## config.mk

```make
export PLATFORM = sky130hd
export DESIGN_NAME = demux4_dist
export DESIGN_NICKNAME = d
export VERILOG_FILES = /design/src/rtl/demux4_dist.sv
export SDC_FILE = /design/constraint.sdc
export NUM_CORES = 1
export LEC_CHECK = 0
export ABC_AREA = 1
export CAP_MARGIN = 10
export CORE_MARGIN = 2
export CORE_UTILIZATION = 48
export CTS_CLUSTER_SIZE = 16
export DETAILED_ROUTE_END_ITERATION = 10
export GPL_TIMING_DRIVEN = 0
export PLACE_DENSITY = 0.83
export SYNTH_ARGS = -nofsm -noshare
export SYNTH_HDL_FRONTEND = slang
export SYNTH_SLANG_ARGS = --single-unit
```

## constraint.sdc

```tcl
create_clock -name clk -period 4.79 [get_ports clk]
set_clock_uncertainty 0.1 [all_clocks]
set_input_delay 0.7185 -clock clk [delete_from_list [all_inputs] [get_ports clk]]
set_output_delay 0.7185 -clock clk [all_outputs]
set_load 0.005 [all_outputs]
```

## src/rtl/demux4_dist.sv

```systemverilog
// Registered 1-to-4 stream distributor: each accepted word lands in one of four
// single-entry lane registers, chosen by sel (manual) or a round-robin pointer
// that advances every BURST words (auto). Optional broadcast: DEMUX4_BCAST_EN.
module demux4_dist #(
    parameter int N     = 7,
    parameter int BURST = 4
) (
    input  logic         clk,
    input  logic         rst_n,
    input  logic         mode,
    input  logic [1:0]   sel,
    input  logic         in_valid,
    input  logic [N:0]   in_data,
    output logic         in_ready,
    output logic [3:0]   out_valid,
    output logic [N:0]   out_data0,
    output logic [N:0]   out_data1,
    output logic [N:0]   out_data2,
    output logic [N:0]   out_data3,
    input  logic [3:0]   out_ready,
`ifdef DEMUX4_BCAST_EN
    input  logic         bcast,
`endif
    output logic [1:0]   lane
);

    localparam int            CW       = (BURST > 1) ? $clog2(BURST) : 1;
    localparam logic [CW-1:0] CNT_LAST = CW'(BURST - 1);

    logic [1:0]    ptr;
    logic [CW-1:0] cnt;
    logic [1:0]    tgt;
    logic [3:0]    free;
    logic [3:0]    load;
    logic          accept;
    logic          bc;

`ifdef DEMUX4_BCAST_EN
    assign bc = bcast;
`else
    assign bc = 1'b0;
`endif

    // A lane is free when empty or when its consumer takes the word this cycle,
    // so a full lane with out_ready high still sustains one word per cycle.
    always_comb begin
        // NOTE: every combinational output gets a default first so no latch is inferred.
        load     = 4'b0000;
        tgt      = mode ? ptr : sel;
        free     = ~out_valid | out_ready;
        in_ready = bc ? (&free) : free[tgt];
        accept   = in_valid & in_ready;
        if (accept) begin
            load = bc ? 4'b1111 : (4'b0001 << tgt);
        end
    end

    assign lane = tgt;

    // NOTE: sequential state uses non-blocking assignments so all registers see pre-edge values.
    always_ff @(posedge clk or negedge rst_n) begin
        if (!rst_n) begin
            out_valid <= 4'b0000;
        end else begin
            out_valid <= load | (out_valid & ~out_ready);
        end
    end

    // NOTE: the lane data registers are reset too, so a freshly reset block shows zeros.
    always_ff @(posedge clk or negedge rst_n) begin
        if (!rst_n) begin
            out_data0 <= '0;
            out_data1 <= '0;
            out_data2 <= '0;
            out_data3 <= '0;
        end else begin
            if (load[0]) out_data0 <= in_data;
            if (load[1]) out_data1 <= in_data;
            if (load[2]) out_data2 <= in_data;
            if (load[3]) out_data3 <= in_data;
        end
    end

    // Manual mode keeps the pointer tracking sel so that entering auto mode
    // starts at the last manual lane with a fresh burst.
    always_ff @(posedge clk or negedge rst_n) begin
        if (!rst_n) begin
            ptr <= 2'd0;
            cnt <= '0;
        end else if (!mode) begin
            ptr <= sel;
            cnt <= '0;
        end else if (accept && !bc) begin
            if (cnt == CNT_LAST) begin
                cnt <= '0;
                ptr <= ptr + 2'd1;
            end else begin
                cnt <= cnt + 1'b1;
            end
        end
    end

endmodule

```

==> flow_summary.toml, run 1 <==
[clock_network]
cts_hold_buf = 0
cts.repair.resized = 0
post-cts-setup-buffer-count = 0
cts_max_level = 2
cts.path.max_buffers = 2
cts.reportedPaths.clkPinSlew_ns = 0.12
clock_latency_ns = 0.35
cts_buffers = 5
tritoncts_num_sinks = 40
clock_tree_from_tritoncts = "yes"
cts_root_buffer = "clkbuf_4"

[floorplan]
io-pin-count = 57
initial_util_pct = 50.8
dieArea_um2 = 4080
placement_rows = 21
design.core.area_um2 = 3390
die_w_um = 63.9
die_height_um = 63.9

[setup_path]
cp_slowest_cell = "clkdlybuf4s50_1"
worstSetupPathDepth = 10
reg2regPathDepth = 10
worst-endpoint-required_ns = 3.97
worst-r2r-setup-slack_ns = 3.01
endpoint_type_of_the_worst_setup_path = "output pin"
worstPathBufferInverterCount = 4
critical_path_arrival_ns = 2.43
critPathMaxStageDelay_ns = 0.57
cp_common_cell = "nand2_1"
worstSetupStartpointType = "input port"
critical_path.max_fanout = 7
cp_cell_sequence = "clkdlybuf4s50_1 > inv_2 > nand2_2 > nand2_4 > nand2_1 > nand2_1 > nand2_4 > nand2_1 > inv_1 > clkdlybuf4s50_1"
criticalPathCategory = "input port to output pin"
critPathTopFamily = "buffers and inverters"

[synthesis]
synthSimpleGateAreaFrac_pct = 27.2
synth_nets = 209
post_synth_instance_area_um2 = 1720
post_synth_fa_ha_maj_area_fraction_pct = 0.726
synthesized_area_per_cell_um2 = 9.07
yosys_register_bits = 40
combinational_family_with_the_most_area_after_synthesis = "simple AND/OR/NAND/NOR gates"
yosysWarnings = 0
postSynthCellCount = 190
synth_xor_area_share_pct = 0
synth_area_leader_cell = "dfrtp_1"
synth-seq-area-share_pct = 58.1
post_synth_mux_area_share_pct = 0
post_synth_main_area_contributors = "dfrtp_1 58%, nand2_1 15%, o21ai_0 8.1%"
synth-compound-area-share_pct = 9.01
yosysUniqueCellTypes = 18
synth.top_cell.area_share_pct = 58.1

[route]
routed_wire_length_per_instance_um = 13.0
detail_route.drc_violations = 0
postRouteWirelength_um = 3900
initial_drt_markers = 88
drtPass1Iterations = 4
ant_nets = 0
detail_route.vias_per_cell = 4.95
vias = 1485

[place]
gp_congestion = 0.786
place.detailed.instances = 292
place_ws_ns = 1.53
dp.final_hpwl_um = 2860
portBuffers = 56
placedInstanceArea_um2 = 2340

[timing]
maxSlewHeadroom_pct = 43.9
rsz0062_at_grt = "no"
totalNegativeSetupSlack_ns = 0
fmax_ghz = 0.308
timing.final.crit_period_ns = 3.25
finalSetupViolations = 0
timing.final.hold_violations = 0
slew_viol_final = 0
tightestPinTransition_ns = 0.842
timing.final.ws_setup_ns = 1.54
layout_worst_path_cycle_share_pct = 67.9

[cells_and_area]
final_cells = 300
share_of_final_layout_standard_cells_stronger_than_drive_strength_1_pct = 10.6
finalNetCount = 272
final_core_utilization_pct = 71.6
antenna_cells = 0
fillerInstances = 262
layout.cell_area.non_filler_um2 = 2430
flow.area_growth_from_synthesis_pct = 40.8

[power]
vdd.ir_drop.worst_uv = 357
leakage_uw = 0.00118
sw_frac_of_total_pct = 29.2
seq_power_share_pct = 43.7
comb_power_share_pct = 36.5
internal_power_uw = 841
switchingPower_uw = 347
power_density_nw_per_um2 = 490
clock_power_share_pct = 19.8

[run]
max_cap_viol_count = 0

[global_route]
grt_pass1_wl_um = 6790
grt_use_total_pct = 21.4
first_global_vias = 1494
initial_antenna_violation_count = 0
globalRoute.totalOverflow = 0
grt_max_degree = 41

[min_path]
min-delay-path-class = "input port to asynchronous set/reset pin"

[status]
outcome = "complete, no violations"
[synth_stat cells (all sizes together)]
master  instances
buf             3
dfrtp          40
ha              1
inv            17
nand2          74
nand3          14
nand4           2
nor2            8
o21ai          28
o221ai          1
o22ai           1
or2             1
[cells by family after synthesis]
family | after synthesis
fa+ha+maj | 1
buf+inv | 20
simple gates | 99
flops | 40
compound gates | 30
[cells in the final DEF (no fill, tap or decap)]
master,count
nand2_2,4
ha_1,1
buf_6,1
nand2_1,68
nand4_4,2
nor2_2,2
nor2_1,6
nand3_4,1
inv_2,3
inv_1,14
clkbuf_4,5
dfrtp_1,40
buf_2,3
clkinv_4,1
nand2_4,2
nand3_1,13
o22ai_1,1
clkbuf_8,1
o21ai_0,28
o221ai_1,1
clkdlybuf4s50_1,55
or2_2,1
bufinv_16,1
[worst reg2reg max path: stages, from the launching register on]
cell,delay (ns)
dfrtp_1,0.42
nand2_1,0.18
nand2_4,0.11
nand2_1,0.07
nand2_1,0.07
nand2_4,0.11
nand3_4,0.09
inv_2,0.18
nand2_2,0.19
nand2_1,0.12
nand2_1,0.05
[metrics by stage]
step                hold slack (ns)  total power (uW)
global placement              0.357               952
CTS                           0.378              1200
global route                  0.410              1270
finish                        0.358              1190
detailed placement            0.359               964
floorplan                     0.323               669
[layout make-up]
class | count | area, um2 | share of cell area, %
tap | 46 | 57.6 | 2.37
multi-input combinational | 130 | 637 | 26.3
clock inverter | 2 | 38.8 | 1.60
sequential | 40 | 1000 | 41.3
timing repair buffer | 56 | 556 | 22.9
buffer | 3 | 21.3 | 0.877
clock buffer | 6 | 51.3 | 2.11
inverter | 17 | 63.8 | 2.63
[layer usage]
layer  wire length [um]  part of all wire (%)  vias up  track usage [%]
met4                 70                   1.8        0             8.97
li1                   -                     -      738                -
met5                  0                     0        -                0
met3                167                   4.3        7             2.64
met2               1960                    50       45             37.0
met1               1710                    44      695             27.2
[power by group through the flow]
stage | logic [uW] | registers, uW | clock network, uW
2_1_floorplan | 139 | 530 | 0
3_3_place_gp | 430 | 522 | 0
3_5_place_dp | 439 | 525 | 0
4_1_cts | 440 | 519 | 240
5_1_grt | 482 | 535 | 252
6_report | 434 | 519 | 235
[path summary, 6_finish.rpt]
path | start | endpoint
max | mode | in_ready
min | rst_n | out_data2[0]
max reg2reg | ptr[0] | out_data2[0]
min reg2reg | out_data2[6] | out_data2[6]
max in group asynchronous | rst_n | cnt[1]
min in group clk | out_data2[6] | out_data2[6]
[registers in the layout, summed over array words and instances, names as in the netlist]
| signal | flops |
|---|---|
| cnt | 2 |
| out_data0 | 8 |
| out_data1 | 8 |
| out_data2 | 8 |
| out_data3 | 8 |
| out_valid | 4 |
| ptr | 2 |
No activity file was read; power rests on OpenSTA's default activity.
==> run 2: changes to the inputs <==
- CORE_UTILIZATION: 48 -> 41
- PLACE_DENSITY: 0.83 -> 0.76
- clock period: 4.79 -> 2.7 ns (I/O delays scaled with it)
==> flow_summary.toml, run 2 (same netlist as run 1, synthesis figures left out) <==
[power]
sw_frac_of_total_pct = 29.4
switchingPower_uw = 615
internal_power_uw = 1480
leakage_uw = 0.00118
power_density_nw_per_um2 = 862
seq_power_share_pct = 44.5
comb_power_share_pct = 36.4
clock_power_share_pct = 19.1
vdd.ir_drop.worst_uv = 392

[timing]
timing.final.hold_violations = 0
fmax_ghz = 0.410
tightestPinTransition_ns = 0.890
timing.final.crit_period_ns = 2.44
slew_viol_final = 0
rsz0062_at_grt = "no"
finalSetupViolations = 0
timing.final.ws_setup_ns = 0.262
maxSlewHeadroom_pct = 40.7
totalNegativeSetupSlack_ns = 0
layout_worst_path_cycle_share_pct = 90.3

[clock_network]
cts_buffers = 5
tritoncts_num_sinks = 40
cts.reportedPaths.clkPinSlew_ns = 0.07
cts_max_level = 2
clock_tree_from_tritoncts = "yes"
cts_root_buffer = "clkbuf_8"
clock_latency_ns = 0.29
cts.path.max_buffers = 2
cts_hold_buf = 0

[setup_path]
reg2regPathDepth = 10
endpoint_type_of_the_worst_setup_path = "output pin"
critical_path_arrival_ns = 1.93
worstSetupStartpointType = "input port"
worst-endpoint-required_ns = 2.19
criticalPathCategory = "input port to output pin"
cp_slowest_cell = "clkdlybuf4s50_1"
cp_cell_sequence = "clkdlybuf4s50_1 > nand2_1 > nand2_1 > inv_2 > nand2_4 > nand2_1 > inv_1 > clkdlybuf4s50_1"
critPathMaxStageDelay_ns = 0.48
cp_common_cell = "nand2_1"
critical_path.max_fanout = 5

[cells_and_area]
layout.cells.most_common = "nand2_1"
leading_cell_types_in_the_layout_fill_and_taps_excluded = "68 x nand2_1, 54 x clkdlybuf4s50_1, 40 x dfrtp_1"
flow.area_growth_from_synthesis_pct = 41.2
finalNetCount = 272
share_of_final_layout_standard_cells_stronger_than_drive_strength_1_pct = 9.84
antenna_cells = 0

[floorplan]
placement_rows = 23
dieArea_um2 = 4740
initial_util_pct = 42.8
io-pin-count = 57
die_height_um = 68.8
die_w_um = 68.8
design.core.area_um2 = 4030

[route]
route.met3.wl_um = 316
routed_wire_length_per_instance_um = 13.1
vias = 1483
route.met2.wl_um = 1850
ant_nets = 0
wl_met1_um = 1720
dr.max_layer_used = "met4"
detail_route.vias_per_cell = 4.88
initial_drt_markers = 93
detail_route.drc_violations = 0
postRouteWirelength_um = 3970
drtPass1Iterations = 4

[status]
outcome = "complete, no violations"

[global_route]
grt_use_total_pct = 19.2
first_global_vias = 1404
grt_max_degree = 41
grt_pass1_wl_um = 6510
globalRoute.totalOverflow = 0
initial_antenna_violation_count = 0

[place]
portBuffers = 56
place_ws_ns = 0.0540
dp.final_hpwl_um = 2900
gp_congestion = 0.735

[min_path]
min-delay-path-class = "input port to asynchronous set/reset pin"

[run]
max_cap_viol_count = 0
## run 2: cell count changes in the layout (fill, tap and decap cells not counted), sizes merged
cell and change:
clkbuf +2, bufinv -1, clkdlybuf4s50 -1, clkinv -1, dlymetal6s2s +1
## run 2: final timing paths
| path | from | slack [ns] | end |
|---|---|---|---|
| worst max-delay path | sel[1] | 0.26 | in_ready |
| worst min-delay path | rst_n | 0.13 | out_valid[2] |
| worst max register to register | ptr[0] | 0.92 | out_data2[5] |
| worst min register to register | out_data2[5] | 0.37 | out_data2[5] |
| max in group asynchronous | rst_n | 1.80 | out_data1[5] |
| min in group clk | out_data2[5] | 0.37 | out_data2[5] |
## run 2: cell type report
cell class | instances | area [um2]
multi-input combinational | 130 | 637
inverter | 17 | 63.8
sequential | 40 | 1000
buffer | 3 | 21.3
tap | 50 | 62.6
timing repair buffer | 56 | 558
clock buffer | 8 | 90.1
fill | 387 | 1600
## run 2: power by group through the flow
| stage | logic, uW | clock network [uW] | registers [uW] |
|---|---|---|---|
| 5_1_grt | 852 | 451 | 957 |
| 3_3_place_gp | 760 | 0 | 940 |
| 3_5_place_dp | 777 | 0 | 940 |
| 2_1_floorplan | 247 | 0 | 941 |
| 6_report | 764 | 401 | 932 |
| 4_1_cts | 779 | 416 | 934 |
## run 2: what timing repair did
action / CTS / global route
gates resized for setup: 0 / 1
setup buffers: 0 / 0
endpoints found under the setup margin: 0 / 1
## run 2: metal layers
metal / track usage, % / up-vias
li1: - / 735
met1: 26.4 / 682
met2: 29.0 / 57
met3: 5.52 / 9
met4: 7.35 / 0
met5: 0 / -
## run 2: metrics by stage
stage	instances	hold slack [ns]	util [%]	power [uW]	cell area, um2
global placement	296	0.358	58.2	1700	2350
floorplan	190	0.00941	-	1190	1720
detailed placement	296	0.360	58.1	1720	2340
finish	304	0.133	60.4	2100	2430
global route	304	0.194	60.4	2260	2430
CTS	304	0.150	60.3	2130	2430
## run 2: worst max-delay path: cells and delay by family
family | cells | cell delay (ns)
buffers and inverters | 4 | 1.09
and+or+nand+nor | 4 | 0.44
